File: src/rtl/pm_boot_loader.sv
// pm_boot_loader: byte-stream boot loader for program memory.
// Assembles a framed byte stream (LEN_LO, LEN_HI, N x {DATA_LO, DATA_HI}[, CHK])
// into 16-bit program-memory writes and holds the core in reset until the
// image has been accepted.
// Optional feature macro: BOOT_CHECKSUM_EN adds the trailing XOR checksum byte
// and its check; without it the frame ends after the last data word.
module pm_boot_loader #(
  parameter int          ADDR_W    = 10,
  parameter logic [15:0] BASE_ADDR = 16'h0
) (
  input  logic        i_clk,
  input  logic        i_reset,
  input  logic        i_rx_valid,
  input  logic [7:0]  i_rx_data,
  output logic        o_rx_ready,
  input  logic        i_rearm,
  output logic        o_pm_we,
  output logic [15:0] o_pm_addr,
  output logic [15:0] o_pm_wdata,
  output logic        o_core_reset,
  output logic        o_done,
  output logic        o_error
);

  typedef enum logic [2:0] {
    S_LEN_LO,
    S_LEN_HI,
    S_DATA_LO,
    S_DATA_HI,
    S_CHK,
    S_DONE,
    S_ERROR
  } state_t;

  // Largest legal word count: the full program memory.
  localparam logic [16:0] CAP = 17'd1 << ADDR_W;

  state_t      state_q;
  logic        rx_ready_q;
  logic        pm_we_q;
  logic [15:0] pm_addr_q;
  logic [15:0] pm_wdata_q;
  logic        core_reset_q;
  logic        done_q;
  logic        error_q;
  logic [15:0] len_q;
  logic [15:0] idx_q;
  logic [7:0]  lo_q;
`ifdef BOOT_CHECKSUM_EN
  logic [7:0]  chk_q;
`endif

  logic        rx_fire_d;
  logic [15:0] len_d;
  logic [15:0] wr_addr_d;
  logic        len_ovf_d;
  logic        last_word_d;

  // Byte handshake and values derived from the byte on the bus this cycle.
  always_comb begin
    rx_fire_d   = i_rx_valid & rx_ready_q;
    len_d       = {i_rx_data, len_q[7:0]};
    wr_addr_d   = BASE_ADDR + idx_q;
    len_ovf_d   = {1'b0, len_d} > CAP;
    last_word_d = (idx_q == len_q - 16'd1);
  end

  // Frame FSM with all outputs registered.
  always_ff @(posedge i_clk or posedge i_reset) begin
    if (i_reset) begin
      state_q      <= S_LEN_LO;
      rx_ready_q   <= 1'b1;
      pm_we_q      <= 1'b0;
      pm_addr_q    <= BASE_ADDR;
      pm_wdata_q   <= 16'h0;
      core_reset_q <= 1'b1;
      done_q       <= 1'b0;
      error_q      <= 1'b0;
      len_q        <= 16'h0;
      idx_q        <= 16'h0;
      lo_q         <= 8'h0;
`ifdef BOOT_CHECKSUM_EN
      chk_q        <= 8'h0;
`endif
    end else begin
      // Write strobe is a single-cycle pulse.
      pm_we_q <= 1'b0;
`ifdef BOOT_CHECKSUM_EN
      // Running XOR covers every accepted byte, the length bytes included.
      if (rx_fire_d) chk_q <= chk_q ^ i_rx_data;
`endif
      case (state_q)
        S_LEN_LO: begin
          if (rx_fire_d) begin
            len_q[7:0] <= i_rx_data;
            state_q    <= S_LEN_HI;
          end
        end
        S_LEN_HI: begin
          if (rx_fire_d) begin
            len_q <= len_d;
            if (len_ovf_d) begin
              state_q    <= S_ERROR;
              error_q    <= 1'b1;
              rx_ready_q <= 1'b0;
            end else if (len_d == 16'h0) begin
`ifdef BOOT_CHECKSUM_EN
              state_q      <= S_CHK;
`else
              state_q      <= S_DONE;
              done_q       <= 1'b1;
              core_reset_q <= 1'b0;
              rx_ready_q   <= 1'b0;
`endif
            end else begin
              state_q <= S_DATA_LO;
            end
          end
        end
        S_DATA_LO: begin
          if (rx_fire_d) begin
            lo_q    <= i_rx_data;
            state_q <= S_DATA_HI;
          end
        end
        S_DATA_HI: begin
          if (rx_fire_d) begin
            pm_we_q    <= 1'b1;
            pm_addr_q  <= wr_addr_d;
            pm_wdata_q <= {i_rx_data, lo_q};
            idx_q      <= idx_q + 16'd1;
            if (last_word_d) begin
`ifdef BOOT_CHECKSUM_EN
              state_q      <= S_CHK;
`else
              state_q      <= S_DONE;
              done_q       <= 1'b1;
              core_reset_q <= 1'b0;
              rx_ready_q   <= 1'b0;
`endif
            end else begin
              state_q <= S_DATA_LO;
            end
          end
        end
        S_CHK: begin
`ifdef BOOT_CHECKSUM_EN
          if (rx_fire_d) begin
            rx_ready_q <= 1'b0;
            if ((chk_q ^ i_rx_data) == 8'h0) begin
              state_q      <= S_DONE;
              done_q       <= 1'b1;
              core_reset_q <= 1'b0;
            end else begin
              state_q <= S_ERROR;
              error_q <= 1'b1;
            end
          end
`else
          // Unreachable without the checksum byte; recover to a safe start.
          state_q <= S_LEN_LO;
`endif
        end
        S_DONE, S_ERROR: begin
          if (i_rearm) begin
            state_q      <= S_LEN_LO;
            rx_ready_q   <= 1'b1;
            core_reset_q <= 1'b1;
            done_q       <= 1'b0;
            error_q      <= 1'b0;
            idx_q        <= 16'h0;
`ifdef BOOT_CHECKSUM_EN
            chk_q        <= 8'h0;
`endif
          end
        end
        default: begin
          state_q <= S_LEN_LO;
        end
      endcase
    end
  end

  assign o_rx_ready   = rx_ready_q;
  assign o_pm_we      = pm_we_q;
  assign o_pm_addr    = pm_addr_q;
  assign o_pm_wdata   = pm_wdata_q;
  assign o_core_reset = core_reset_q;
  assign o_done       = done_q;
  assign o_error      = error_q;

endmodule

File: config.mk
export PLATFORM = sky130hd
export DESIGN_NAME = pm_boot_loader
export DESIGN_NICKNAME = d
export VERILOG_FILES = /design/src/rtl/pm_boot_loader.sv
export SDC_FILE = /design/constraint.sdc
export NUM_CORES = 1
export LEC_CHECK = 0
export ABC_CLOCK_PERIOD_IN_PS = 2400
export BUFFER_PORTS_ARGS = -buffer_cell sky130_fd_sc_hd__buf_4
export CORE_ASPECT_RATIO = 0.8
export CORE_MARGIN = 2
export CORE_UTILIZATION = 54
export CTS_BUF_LIST = sky130_fd_sc_hd__clkbuf_4
export DETAILED_ROUTE_END_ITERATION = 7
export PLACE_DENSITY = 0.82
export SLEW_MARGIN = 5
export SYNTH_ARGS = -nofsm -noshare
export SYNTH_HDL_FRONTEND = slang
export SYNTH_SLANG_ARGS = --single-unit
File: constraint.sdc
create_clock -name i_clk -period 2.4 [get_ports i_clk]
set_input_delay 0.48 -clock i_clk [delete_from_list [all_inputs] [get_ports i_clk]]
set_output_delay 0.48 -clock i_clk [all_outputs]
set_load 0.03 [all_outputs]
==> impl_metrics.env <==
export IMPL_status="finished with violations"
export IMPL_violations="setup timing"
export IMPL_synth_distinct_cells=57
export IMPL_htree_levels=3
export IMPL_hold_viol=0
export IMPL_core_um2=7320
export IMPL_max_slew_margin_rel=0.547
export IMPL_antenna_left=0
export IMPL_slew_viol_final=0
export IMPL_fill_cells=588
export IMPL_wl_per_cell_um=17.6
export IMPL_setup_viol=6
export IMPL_io_pins=49
export IMPL_port_buffers=48
export IMPL_drv_cap=0
export IMPL_syn_area_um2=4050
export IMPL_synth_nets=368
export IMPL_final_layout_size_suffix_gt1_frac=0.397
export IMPL_clk_pin_slew_ns=0.13
export IMPL_crit_chain="inv_1 -> ha_2 -> or3b_4 -> or4_4 -> a22oi_2 -> nand3_2 -> nor4_4 -> buf_4 -> a41o_1"
export IMPL_viasPerCell=6.00
export IMPL_cts_root_buf="clkbuf_4"
export IMPL_grt_pass1_wl_um=15100
export IMPL_tightest_slew_ns=0.679
export IMPL_fmax_mhz=403
export IMPL_p_leak_nw=2.17
export IMPL_mostFrequentLayoutCell="dfrtp_1"
export IMPL_firstDrtPassIters=5
export IMPL_cts_max_path_buffers=2
export IMPL_syn_avg_cell_area_um2=11.4
export IMPL_synth_simple_area_share=0.159
export IMPL_grt_max_degree=32
export IMPL_antenna_found_initial=0
export IMPL_cts_tree="yes"
export IMPL_antenna_cells=0
export IMPL_hold_path_class="input port to asynchronous set/reset pin"
export IMPL_numCtsBuffers=9
export IMPL_synth_adder_area_share=0.00618
export IMPL_seq_area_um2=2010
export IMPL_tns_ns=-0.246
export IMPL_clkSinkCount=80
export IMPL_synth_edf_count=0
export IMPL_cp_num_buf_inv=2
export IMPL_rsz0062_at_grt="true"
export IMPL_gp_congestion=0.882
export IMPL_rr_worst_depth=9
export IMPL_yosysWarnings=0
export IMPL_skew_ns=0.0133
export IMPL_worstPathArrival_ns=2.86
export IMPL_multi_input_area_um2=1980
export IMPL_die_w_um=101
export IMPL_synth_compound_area_share=0.0927
export IMPL_max_stage_delay_ns=0.48
export IMPL_cp_slowest_cell="or4_4"
export IMPL_nets=441
export IMPL_crit_required_ns=2.78
export IMPL_power_density_nw_per_um2=1170
export IMPL_syn_inst=354
export IMPL_pre_cts_ws_ns=-0.0205
export IMPL_power_mw=5.67
export IMPL_final_util=0.659
export IMPL_timing_final_crit_share=1.03
export IMPL_ctsHoldBuffers=0
export IMPL_grtUsageTotal=0.240
export IMPL_async_reset_ff_frac=1.00
export IMPL_rows=28
export IMPL_ys_seq_area_frac=0.495
export IMPL_setup_ws_ns=-0.0839
export IMPL_start_util=0.553
export IMPL_drc=0
export IMPL_path_delay_family="simple AND/OR/NAND/NOR gates"
export IMPL_yosys_register_bits=80
export IMPL_path_class="flip-flop to flip-flop"
export IMPL_synth_top_family_by_area="simple AND/OR/NAND/NOR gates"
export IMPL_wl_um=9140
export IMPL_drt_iter0_drc=145
export IMPL_insertion_delay_ns=0.43
export IMPL_muxShareOfSynthArea=0.159
export IMPL_fp_dieH_um=81.4
export IMPL_grt_pass1_vias=2996
export IMPL_die_area_um2=8210
export IMPL_synth_flop_cell="dfrtp_1"
export IMPL_num_vias=3125
export IMPL_fin_hold_ws_ns=0.0564
export IMPL_irDropWorstVdd_uv=819
export IMPL_critPathLaunchType="flip-flop"
export IMPL_hpwl_um=6810
export IMPL_synth_xor_area_frac=0.0649
export IMPL_min_period_ns=2.48
export IMPL_synthToLayoutAreaGrowth_pct=19.3
export IMPL_end_kind="flip-flop"
export IMPL_path_depth=9
export IMPL_grt_ovfl_total=0
export IMPL_cp_max_fo=5
export IMPL_mostFrequentLayoutCells="dfrtp_1 (77), buf_4 (76), mux2_2 (57)"
[synth_stat cells, types with 2 or more instances]
cell | n | area [um^2]
nand3b_1 | 2 | 15.0
ha_1 | 2 | 25.0
or4_1 | 3 | 22.5
dfrtp_1 | 78 | 1950
or3_1 | 7 | 43.8
nand2_1 | 15 | 56.3
nand2b_1 | 4 | 25.0
clkbuf_1 | 9 | 33.8
buf_6 | 2 | 22.5
nor4_1 | 8 | 50.1
buf_1 | 3 | 11.3
and3_1 | 7 | 43.8
nand4_1 | 10 | 62.6
o211ai_1 | 2 | 15.0
a31oi_1 | 4 | 25.0
nor2_1 | 29 | 109
a22o_1 | 2 | 17.5
nand3_1 | 6 | 30.0
a21oi_1 | 10 | 50.1
nand4b_1 | 2 | 17.5
mux2_2 | 57 | 642
inv_1 | 6 | 22.5
nor3_1 | 6 | 30.0
o21ai_0 | 7 | 35.0
dfstp_2 | 2 | 52.6
a21boi_0 | 3 | 22.5
o22ai_1 | 3 | 18.8
and2_1 | 2 | 12.5
or4_4 | 3 | 33.8
xor2_1 | 11 | 96.3
xnor2_1 | 19 | 166
o31ai_1 | 5 | 37.5
[final timing paths]
| kind | start | end | slack [ns] |
|---|---|---|---|
| setup / recovery | len_q[0]$_DFFE_PP0P_ | state_q[2]$_DFFE_PP0P_ | -0.08 |
| hold / removal | i_reset | o_pm_wdata[2]$_DFFE_PP0P_ | 0.06 |
| setup reg to reg | len_q[0]$_DFFE_PP0P_ | state_q[2]$_DFFE_PP0P_ | -0.08 |
| hold reg to reg | o_core_reset$_DFFE_PP1P_ | o_core_reset$_DFFE_PP1P_ | 0.52 |
| max in group asynchronous | i_reset | len_q[15]$_DFFE_PP0P_ | 1.62 |
| min in group i_clk | i_rx_data[5] | o_pm_wdata[13]$_DFFE_PP0P_ | 0.30 |
[through the flow]
stage          std cells  instance area (um^2)
2_1_floorplan        354                  4050
3_3_place_gp         504                  4670
3_5_place_dp         504                  4670
4_1_cts              519                  4780
5_1_grt              521                  4830
6_report             521                  4830
[cells by family after synthesis]
family / Yosys count
and+or+nand+nor: 113
xor gates and xnor gates: 30
AOI/OAI and AO/OA: 51
adders and majority gates: 2
DFF: 80
buffers and inverters: 21
muxes: 57
[flip-flops by register name, summed over array words and instances, names as in the netlist]
name,count
idx_q,16
len_q,16
lo_q,8
o_core_reset,1
o_done,1
o_error,1
o_pm_addr,16
o_pm_wdata,16
o_pm_we,1
o_rx_ready,1
state_q,3
[worst reg2reg max path, stage by stage (launching register included)]
cell     delay [ns]
dfrtp_1        0.44
inv_1          0.08
ha_2           0.17
or3b_4         0.39
or4_4          0.48
a22oi_2        0.18
nand3_2        0.11
nor4_4         0.26
buf_4          0.18
a41o_1         0.16
[metal layers]
layer	share of wire	global-route usage	wire length, um
met5	0	0	0
met4	0.013	0.0767	121
met3	0.061	0.0553	556
met2	0.46	0.360	4220
met1	0.46	0.348	4240
[repair_timing]
action	4_1_cts	5_1_grt
gates resized for setup	0	7
setup endpoints to repair	3	6
pin swaps	0	5
buffers inserted	0	2
[power by group]
part | total, mW | switching [mW] | internal [mW]
Sequential | 2.25 | 0.443 | 1.80
Combinational | 2.73 | 1.44 | 1.30
Clock | 0.687 | 0.475 | 0.213
Total | 5.67 | 2.35 | 3.31
[layout make-up]
| class | count | share of cell area |
|---|---|---|
| inverter | 6 | 0.00544 |
| multi-input combinational | 253 | 0.410 |
| timing repair buffer | 77 | 0.122 |
| sequential | 80 | 0.415 |
| clock buffer | 9 | 0.0140 |
| clock inverter | 6 | 0.00907 |
| tap | 90 | 0.0233 |
No activity file was read; power rests on OpenSTA's default activity.
